## config.mk

```make
export PLATFORM = sky130hd
export DESIGN_NAME = seq_detect_param
export DESIGN_NICKNAME = d
export VERILOG_FILES = /design/src/rtl/seq_detect_param.sv
export SDC_FILE = /design/constraint.sdc
export NUM_CORES = 1
export LEC_CHECK = 0
export CAP_MARGIN = 5
export CORE_AREA = 3 3 40 42
export DETAILED_ROUTE_END_ITERATION = 8
export DIE_AREA = 0 0 43 45
export HOLD_SLACK_MARGIN = 0.03
export PLACE_DENSITY_LB_ADDON = 0.15
export SLEW_MARGIN = 0
export SYNTH_ARGS = -nofsm -noshare
export SYNTH_HDL_FRONTEND = slang
export SYNTH_SLANG_ARGS = --single-unit
```

## constraint.sdc

```tcl
create_clock -name i_clk -period 3.2 [get_ports i_clk]
set_input_delay 0.32 -clock i_clk [delete_from_list [all_inputs] [get_ports i_clk]]
set_output_delay 0.32 -clock i_clk [all_outputs]
set_load 0.01 [all_outputs]
```

## src/rtl/seq_detect_param.sv

```systemverilog
// Serial MSB-first pattern detector with a runtime-loadable pattern, overlap control and a one-cycle registered match pulse.
// Define SEQ_DETECT_CNT_EN to build the saturating match counter; otherwise o_match_cnt is tied to zero.
module seq_detect_param #(
    parameter int               PAT_W   = 3,
    parameter logic [PAT_W-1:0] PAT_RST = 3'b011,
    parameter int               CNT_W   = 8
) (
    input  logic             i_clk,
    input  logic             i_rst_n,
    input  logic             i_ins,
    input  logic             i_in_valid,
    input  logic [PAT_W-1:0] i_pattern,
    input  logic             i_pat_load,
    input  logic             i_overlap_en,
    input  logic             i_cnt_clr,
    output logic             o_outs,
    output logic [CNT_W-1:0] o_match_cnt,
    output logic [1:0]       o_state
);

    localparam int               FILL_W    = $clog2(PAT_W + 1);
    localparam logic [FILL_W-1:0] FILL_FULL = FILL_W'(PAT_W);

    localparam logic [1:0] ST_IDLE  = 2'd0;
    localparam logic [1:0] ST_FILL  = 2'd1;
    localparam logic [1:0] ST_ARMED = 2'd2;

    logic [PAT_W-1:0]  r_pat;
    logic [PAT_W-1:0]  r_hist;
    logic [FILL_W-1:0] r_fill;
    logic              r_outs;

    logic              w_accept;
    logic [PAT_W-1:0]  w_hist_nxt;
    logic [FILL_W-1:0] w_fill_nxt;
    logic              w_match;

    // A load in the same cycle as a valid bit wins; that bit is dropped.
    assign w_accept   = i_in_valid & ~i_pat_load;
    assign w_hist_nxt = {r_hist[PAT_W-2:0], i_ins};
    assign w_fill_nxt = (r_fill == FILL_FULL) ? FILL_FULL : r_fill + 1'b1;
    assign w_match    = w_accept && (w_fill_nxt == FILL_FULL) && (w_hist_nxt == r_pat);

    always_ff @(posedge i_clk) begin
        if (!i_rst_n) begin
            r_pat  <= PAT_RST;
            r_hist <= '0;
            r_fill <= '0;
            r_outs <= 1'b0;
        end else if (i_pat_load) begin
            r_pat  <= i_pattern;
            r_hist <= '0;
            r_fill <= '0;
            r_outs <= 1'b0;
        end else if (w_accept) begin
            r_outs <= w_match;
            // Non-overlapping mode restarts from empty so no matched bit is reused.
            if (w_match && !i_overlap_en) begin
                r_hist <= '0;
                r_fill <= '0;
            end else begin
                r_hist <= w_hist_nxt;
                r_fill <= w_fill_nxt;
            end
        end else begin
            r_outs <= 1'b0;
        end
    end

    always_comb begin
        o_state = ST_FILL;
        if (r_fill == '0) begin
            o_state = ST_IDLE;
        end else if (r_fill == FILL_FULL) begin
            o_state = ST_ARMED;
        end
    end

    assign o_outs = r_outs;

`ifdef SEQ_DETECT_CNT_EN
    logic [CNT_W-1:0] r_cnt;

    // Clear beats a coincident match; the count sticks at all-ones.
    always_ff @(posedge i_clk) begin
        if (!i_rst_n) begin
            r_cnt <= '0;
        end else if (i_cnt_clr) begin
            r_cnt <= '0;
        end else if (w_match && (r_cnt != '1)) begin
            r_cnt <= r_cnt + 1'b1;
        end
    end

    assign o_match_cnt = r_cnt;
`else
    logic w_unused_cnt_clr;

    assign w_unused_cnt_clr = i_cnt_clr;
    assign o_match_cnt      = '0;
`endif

endmodule

```

==> metrics, run 1 <==
Synth area leaders dfxtp_1 35%, buf_4 13%, ha_1 8.1%, mux2i_1 6.5%, xor2_1 5.7%; Worst Skew 2.28 ps; Synth Flop Type dfxtp_1; largest net degree at the start of global routing 8; synth warn 0; Iter 0 DRT Violations 3; total of max-cap violations 0; synthesized area per cell 9.64 µm²; Synth top area share 34.6%; Crit Path Max Fanout 4; RSZ-0062 raised after global routing false; WS Path Type register to output port; critical path cell sequence inv_1, ha_1, clkdlybuf4s50_1; final instance area 581 µm²; GPL Wtd Cong 0.670; Synth cell types 15; Vias/cell 4.38; Sum Neg Setup Slack 0 ps; DP HPWL 578 µm; # hold bufs at CTS 0; Tcrit/Tclk final 56.3%; WL final 720 µm; # diodes 0; die width 43 µm; post-CTS resize count 0; initial core utilization 36.0%; CTS tree done; Pwr Density 380 nW/µm²; LEAKAGE 0.254 nW; share of cells above drive strength 1 11.5%; Crit path max-delay family buffers and inverters; Synth Register Bits 8; Remaining Overflow, GRT 0; Core Box Area 1280 µm²; Die Ht 45 µm; Total Nets Final 76; Vias 333; Core Util, Final 45.2%; clk slew on worst S/H paths 50 ps; VDD IR max 0.203 mV; DRT Pass-1 Iters 4; CP max stage cell clkdlybuf4s50_1; first-pass GRT wire length 1240 µm; Seq/Total Area, Yosys 34.6%; vias in the first global route 305; Cells after Synth 48; minimum clock period 1800 ps; Area Overhead vs Synth 25.4%; final setup violating endpoints 0; CTS H-Tree Depth 1; total CTS buffers 3; CTS Sinks 8; Die ar. 1940 µm²; global-route usage over all layers 9.42%; Arrival @ worst endpoint 1480 ps; Peak Freq 0.555 GHz; Routed Antenna Nets 0; CP Buf/Inv Count 2; worst hold-check path type register to register; # rows 13; largest stage delay on the critical path 530 ps; Post-synth EDFFs 0; Longest Clk Path Bufs 2; top cells by count, synth 8 x buf_4, 8 x dfxtp_1, 6 x nand2_1; Yosys top cell by area dfxtp_1; Post-CTS Setup Bufs 0; Mapped Area 463 µm²; ys async rst share 0%; run status complete, no violations; root buf cell clkbuf_4; final hold vios 0; Critical Path RT 2880 ps; Startpoint Class register; num ports 21; Worst-Skew Late Latency 250 ps; FILL cells 137; Port Buffer Count 11; antenna violations before repair 0; Critical Path Sink Type output port; # DRC 0; Slew Limit Fails 0; area post-placement 558 µm²; WL/cell 9.47 µm
-- power by group --
| group | internal (mW) | leakage, nW | switching (mW) |
|---|---|---|---|
| clock network | 0.0429 | 0.0138 | 0.0343 |
| registers | 0.104 | 0.0655 | 0.00282 |
| logic | 0.0190 | 0.175 | 0.0177 |
| total | 0.166 | 0.254 | 0.0548 |
-- final timing paths --
path              startpoint    endpoint  slack [ps]  depth (start not counted)
setup / recovery   r_fill[0]  o_state[0]        1400                          3
hold / removal      r_pat[1]    r_pat[1]         490                          2
setup reg to reg   r_fill[0]   r_hist[0]        1450                          5
hold reg to reg     r_pat[1]    r_pat[1]         490                          2
-- routing by layer --
layer	track usage, %	vias to the layer above	share of wire, %	wire length (µm)
li1	-	173	-	-
met4	3.61	0	0	0
met1	10.7	145	44	318
met3	7.17	0	11	82
met5	0	-	0	0
met2	13.5	15	44	319
-- per-stage QoR --
stage | total power [mW] | hold slack, ps | std cells | worst slack [ps]
2_1_floorplan | 0.136 | 382 | 55 | 1580
6_report | 0.220 | 493 | 76 | 1400
3_3_place_gp | 0.145 | 490 | 73 | 1100
5_1_grt | 0.237 | 530 | 76 | 1310
3_5_place_dp | 0.146 | 485 | 73 | 1110
4_1_cts | 0.226 | 500 | 76 | 1370
-- area by class of cell --
type | count | area [µm²] | share of cell area (%)
Multi-Input combinational cell | 36 | 258 | 44.4
Sequential cell | 8 | 160 | 27.6
Clock buffer | 3 | 22.5 | 3.88
Inverter | 3 | 11.3 | 1.94
Timing Repair Buffer | 11 | 110 | 19.0
Tap cell | 15 | 18.8 | 3.23
-- worst register-to-register path, delay by kind of cell (launching register included) --
kind / cells / cell delay [ps]
AOI/OAI and AO/OA: 1 / 120
adders and majority gates: 1 / 210
buffers and inverters: 1 / 60
DFF: 1 / 380
and+or+nand+nor: 2 / 870
-- sequential cells by signal, summed over array words and instances, names as in the netlist --
register / flops
r_hist: 2
o_outs: 1
r_fill: 2
r_pat: 3
-- cell families after synthesis --
group	after synthesis	synth area share, %
AOI/OAI and AO/OA	6	7.57
xor gates and xnor gates	3	5.68
adders and majority gates	3	8.11
buffers and inverters	11	15.4
DFF	8	34.6
muxes	5	11.4
other	1	0.810
and+or+nand+nor	11	16.5
-- cell usage in the layout (no fill, tap or decap) --
| master | n |
|---|---|
| a21oi_1 | 4 |
| and2_1 | 1 |
| clkbuf_4 | 3 |
| clkdlybuf4s50_1 | 11 |
| conb_1 | 8 |
| dfxtp_1 | 8 |
| ha_1 | 3 |
| inv_1 | 3 |
| mux2_2 | 2 |
| mux2i_1 | 3 |
| nand2_1 | 6 |
| nor2b_1 | 2 |
| nor4_4 | 1 |
| o211ai_1 | 2 |
| or4b_4 | 1 |
| xor2_1 | 3 |
Power figures use the tool's default switching activity.
==> run 2: changes to the inputs <==
Settings changed: CORE_AREA 3 3 40 42 to not set, CORE_MARGIN set to 3, CORE_UTILIZATION set to 35, DIE_AREA 0 0 43 45 to not set.
Clock period 3.2 ns to 1.6 ns, I/O delays scaled along.
==> run 2 against run 1 <==
Net effect:
- clock power up 98%
- non-clock buffer count grew 5
- clock-buffer cell count unchanged
- core utilization is 10 points higher
- critical endpoint is now r_fill[1]
- highest routed layer is now met4
==> metrics, run 2 (same netlist as run 1, synthesis figures left out) <==
Arrival @ worst endpoint 1690 ps; run status complete, no violations; Crit Path Max Fanout 5; Die Ht 42.4 µm; RR Startpoint r_fill[1]; max reg flops 3; root buf cell clkbuf_4; clk slew on worst S/H paths 50 ps; hold depth 2; Area Overhead vs Synth 40.8%; FF-to-FF End r_fill[1]; Routed Antenna Nets 0; WS Path Type register to register; # rows 12; reg2reg path depth 5; most flop-heavy register r_pat; Largest regs r_pat: 3 flops, r_fill: 2 flops, r_hist: 2 flops; M1 GR Usage 12.3%; switching power 115 µW; Worst Skew 0.289 ps; total CTS buffers 3; worst hold-check path type primary input to register; final instance area 652 µm²; Net Sw Frac 25.3%; FILL cells 102; Startpoint Class register; initial core utilization 39.5%; # hold bufs at CTS 0; CTS Sinks 8; Total Nets Final 81; total of max-cap violations 0; # DRC 0; # diodes 0; commonest non-fill, non-tap cell in the layout clkdlybuf4s50_1; CTS H-Tree Depth 1; Core Box Area 1170 µm²; die width 42.4 µm; LEAKAGE 0.317 nW; Clock power frac 33.8%; vias in the first global route 338; Overall Power 455 µW; P_int 340 µW; largest stage delay on the critical path 520 ps; CP Buf/Inv Count 1; Die ar. 1800 µm²; WL/cell 11.1 µm; area post-placement 587 µm²; largest net degree at the start of global routing 7; Vias/cell 4.43; GR Util met3 6.87%; antenna violations before repair 0; minimum clock period 1560 ps; Critical Path RT 1730 ps; Worst-Skew Late Latency 250 ps; Hold Path End r_pat[1]; WL final 885 µm; Tcrit/Tclk final 97.6%; VDD IR max 0.333 mV; Crit path max-delay family simple AND/OR/NAND/NOR gates; Remaining Overflow, GRT 0; global-route usage over all layers 11.2%; DP HPWL 694 µm; CTS tree done; CP max stage cell or4b_4; first-pass GRT wire length 1430 µm; logic gate share of total power 19.3%; critical path cell sequence inv_2, ha_4, or4b_4, nor4_4, a21oi_1; R2R setup slack 40 ps; Iter 0 DRT Violations 7; Sequential Power Share 46.9%; final setup violating endpoints 0; Vias 354; DRT Pass-1 Iters 4; Hold Crit Start i_rst_n; Pwr Density 697 nW/µm²; Critical Path Sink Type register; share of cells above drive strength 1 27.3%; GPL Wtd Cong 0.680; Peak Freq 0.640 GHz; GR peak layer met2; GRT met2 Usage 15.8%; RSZ-0062 raised after global routing true; num ports 21; Slew Limit Fails 0; final hold vios 0; commonest cells after routing, fill and taps aside 9 x clkdlybuf4s50_1, 8 x conb_1, 6 x nand2_1, 6 x dfxtp_1, 5 x buf_4; Port Buffer Count 11; Longest Clk Path Bufs 2
[run 2: cell types whose count changed in the layout (fill, tap and decap cells not counted), sizes merged]
cell,before,now
buf,0,5
dlymetal6s2s,0,2
clkdlybuf4s50,11,9
[run 2: layout make-up]
type	instances	area (µm²)	share of cell area (%)
Multi-Input combinational cell	36	283	43.4
Tap cell	14	17.5	2.69
Timing Repair Buffer	16	153	23.4
Inverter	3	11.3	1.73
Sequential cell	8	165	25.3
Clock buffer	3	22.5	3.45
[run 2: through the flow]
| stage | util (%) | setup TNS [ps] | setup WS, ps | hold WS (ps) | std cells |
|---|---|---|---|---|---|
| 3_3_place_gp | 50.1 | -331 | -77.9 | 481 | 76 |
| 6_report | 55.7 | 0 | 37.8 | 474 | 80 |
| 2_1_floorplan | - | 0 | 93.3 | 222 | 55 |
| 4_1_cts | 52.2 | 0 | 1.61 | 478 | 79 |
| 5_1_grt | 55.7 | -77.4 | -22.7 | 505 | 80 |
| 3_5_place_dp | 50.1 | -308 | -70.6 | 487 | 76 |
[run 2: worst max path at each step]
| stage | startpoint | endpoint | depth (start not counted) |
|---|---|---|---|
| floorplan | r_fill[1] | r_fill[0] | 5 |
| global placement | i_pat_load | r_fill[1] | 4 |
| detailed placement | i_pat_load | r_fill[1] | 4 |
| CTS | r_fill[1] | r_fill[1] | 5 |
| global route | r_fill[0] | r_fill[1] | 5 |
| finish | r_fill[1] | r_fill[1] | 5 |
[run 2: what timing repair did]
action / CTS / global route
setup endpoints to repair: 5 / 6
gates resized for setup: 2 / 9
buffers inserted: 0 / 1
pin swaps: 1 / 1
[run 2: per-layer routing]
metal	wire length, µm	vias up	part of all wire (%)
li1	-	180	-
met1	386	154	44
met2	397	16	45
met3	79	4	8.9
met4	22	0	2.5
met5	0	-	0
[run 2: power groups by stage]
stage / logic (mW) / registers [mW] / clock network [mW]
floorplan: 0.0556 / 0.216 / 0
global placement: 0.0818 / 0.217 / 0
detailed placement: 0.0826 / 0.217 / 0
CTS: 0.0829 / 0.213 / 0.161
global route: 0.0965 / 0.214 / 0.172
finish: 0.0878 / 0.213 / 0.153
==> edit: new RTL, flow settings as in run 2 <==
Register the output `o_state`; this adds one clock of latency there. The other outputs are not delayed to match.
--- a/src/rtl/seq_detect_param.sv
+++ b/src/rtl/seq_detect_param.sv
@@ -25,4 +25,6 @@
     localparam logic [1:0] ST_FILL  = 2'd1;
     localparam logic [1:0] ST_ARMED = 2'd2;
+
+    logic [1:0] o_state_d;
 
     logic [PAT_W-1:0]  r_pat;
@@ -69,9 +71,9 @@
 
     always_comb begin
-        o_state = ST_FILL;
+        o_state_d = ST_FILL;
         if (r_fill == '0) begin
-            o_state = ST_IDLE;
+            o_state_d = ST_IDLE;
         end else if (r_fill == FILL_FULL) begin
-            o_state = ST_ARMED;
+            o_state_d = ST_ARMED;
         end
     end
@@ -101,4 +103,8 @@
 `endif
 
+    always_ff @(posedge i_clk) begin
+        o_state <= o_state_d;
+    end
+
 endmodule
 
Function: changed (a bounded check fails within 4 cycles, from zero or initial values and one cycle with i_rst_n low).
==> edit against run 2 <==
  * Hold slack gained 0.016 ns
  * Largest cell class unchanged
  * Critical endpoint is now o_state[0]
  * Largest power group unchanged
  * Sequential cell count grew 2
  * Clock power grew 48%
  * Power grew 23%
  * Setup slack gained 0.31 ns
  * Synthesized area grew 4.6%
  * Critical path depth shrank 4
  * Via count shrank 6.8%
  * Highest routed layer unchanged
  * Design area shrank 4.0%
  * Wire length shrank 19%
==> edit: results <==
run_status:
  status: "completed"
setup_path:
  slowest_stage: "clkdlybuf4s50_1"
  cp_data_arrival_time_ns: 1.10
  rrSetupSlack_ns: 0.44
  crit_family: "buffers and inverters"
  cp-endpoint: "o_state[0]"
  crit-reg2reg-launch: "r_hist[1]"
  cp-startpoint: "o_state[0]"
  cp_max_fo: 1
synth:
  yosys-top-cells-area: "dfxtp_1 41%, buf_4 12%, mux2i_1 10%"
  yosysUniqueCellTypes: 19
  synth.area.mux_share_pct: 10.3
  synth_fa_ha_area_share_pct: 0
  ys_seq_area_share_pct: 41.3
  synth_xor_xnor_area_share_pct: 7.24
  synth_common_cells: "10 x dfxtp_1, 8 x buf_4, 5 x mux2i_1, 4 x nor3_1, 4 x xor2_1"
place:
  dp.cells: 73
  gp_congestion: 0.651
  dp_hpwl_um: 582
pwr:
  p_sw_share_pct: 22.3
  total_power_uw: 561
  cellLeakagePower_uw: 0.000268
  peakVddDrop_mv: 0.548
  p_clk_share_pct: 40.3
global_route:
  globalRouteMet2Util_pct: 10.0
  grtUsageMet3_pct: 5.08
  grt.total_usage_pct: 8.11
layout:
  fill_cells: 124
  fin_nets: 74
  drive_gt1_share_pct: 15.9
clock_tree:
  clk_pin_slew_worst_paths_ns: 0.07
  cts_resized: 0
drt:
  wl_per_cell_um: 9.32
  dr.pass1.iters: 2
  vias: 330
min_path:
  worstHoldPathCells: 3
  hold_start: "i_pattern[0]"
timing:
  hold_slack_ns: 0.491
  clock_skew_ns: 0.00451
[edit: cell count changes in the layout (fill, tap and decap cells not counted), moves of 2 or more]
cell	before	now
nand2_1	6	3
a21oi_1	4	1
nor3_1	0	4
buf_4	5	3
dfxtp_1	6	10
mux2_2	2	0
mux2i_1	3	5
ha_4	2	0
clkdlybuf4s50_1	9	11
inv_2	2	0
o211ai_1	2	0
dlymetal6s2s_1	2	0
[edit: cell type report]
type	count	area (um2)	area share, %
multi-input cells	35	239	38.2
repair buffers	14	133	21.2
flip-flops and latches	10	200	32.0
clock buffers	4	36.3	5.80
well taps	14	17.5	2.80
[edit: per-layer routing]
metal	up-vias	routed length (um)
met5	-	0
met4	0	14
met3	2	76
met2	16	301
met1	136	325
li1	176	-
[edit: per-stage QoR]
| step | setup slack, ns | cell area (um2) |
|---|---|---|
| floorplan | 0.524 | 510 |
| global placement | 0.144 | 589 |
| detailed placement | 0.183 | 589 |
| CTS | 0.321 | 626 |
| global route | 0.297 | 626 |
| finish | 0.344 | 626 |
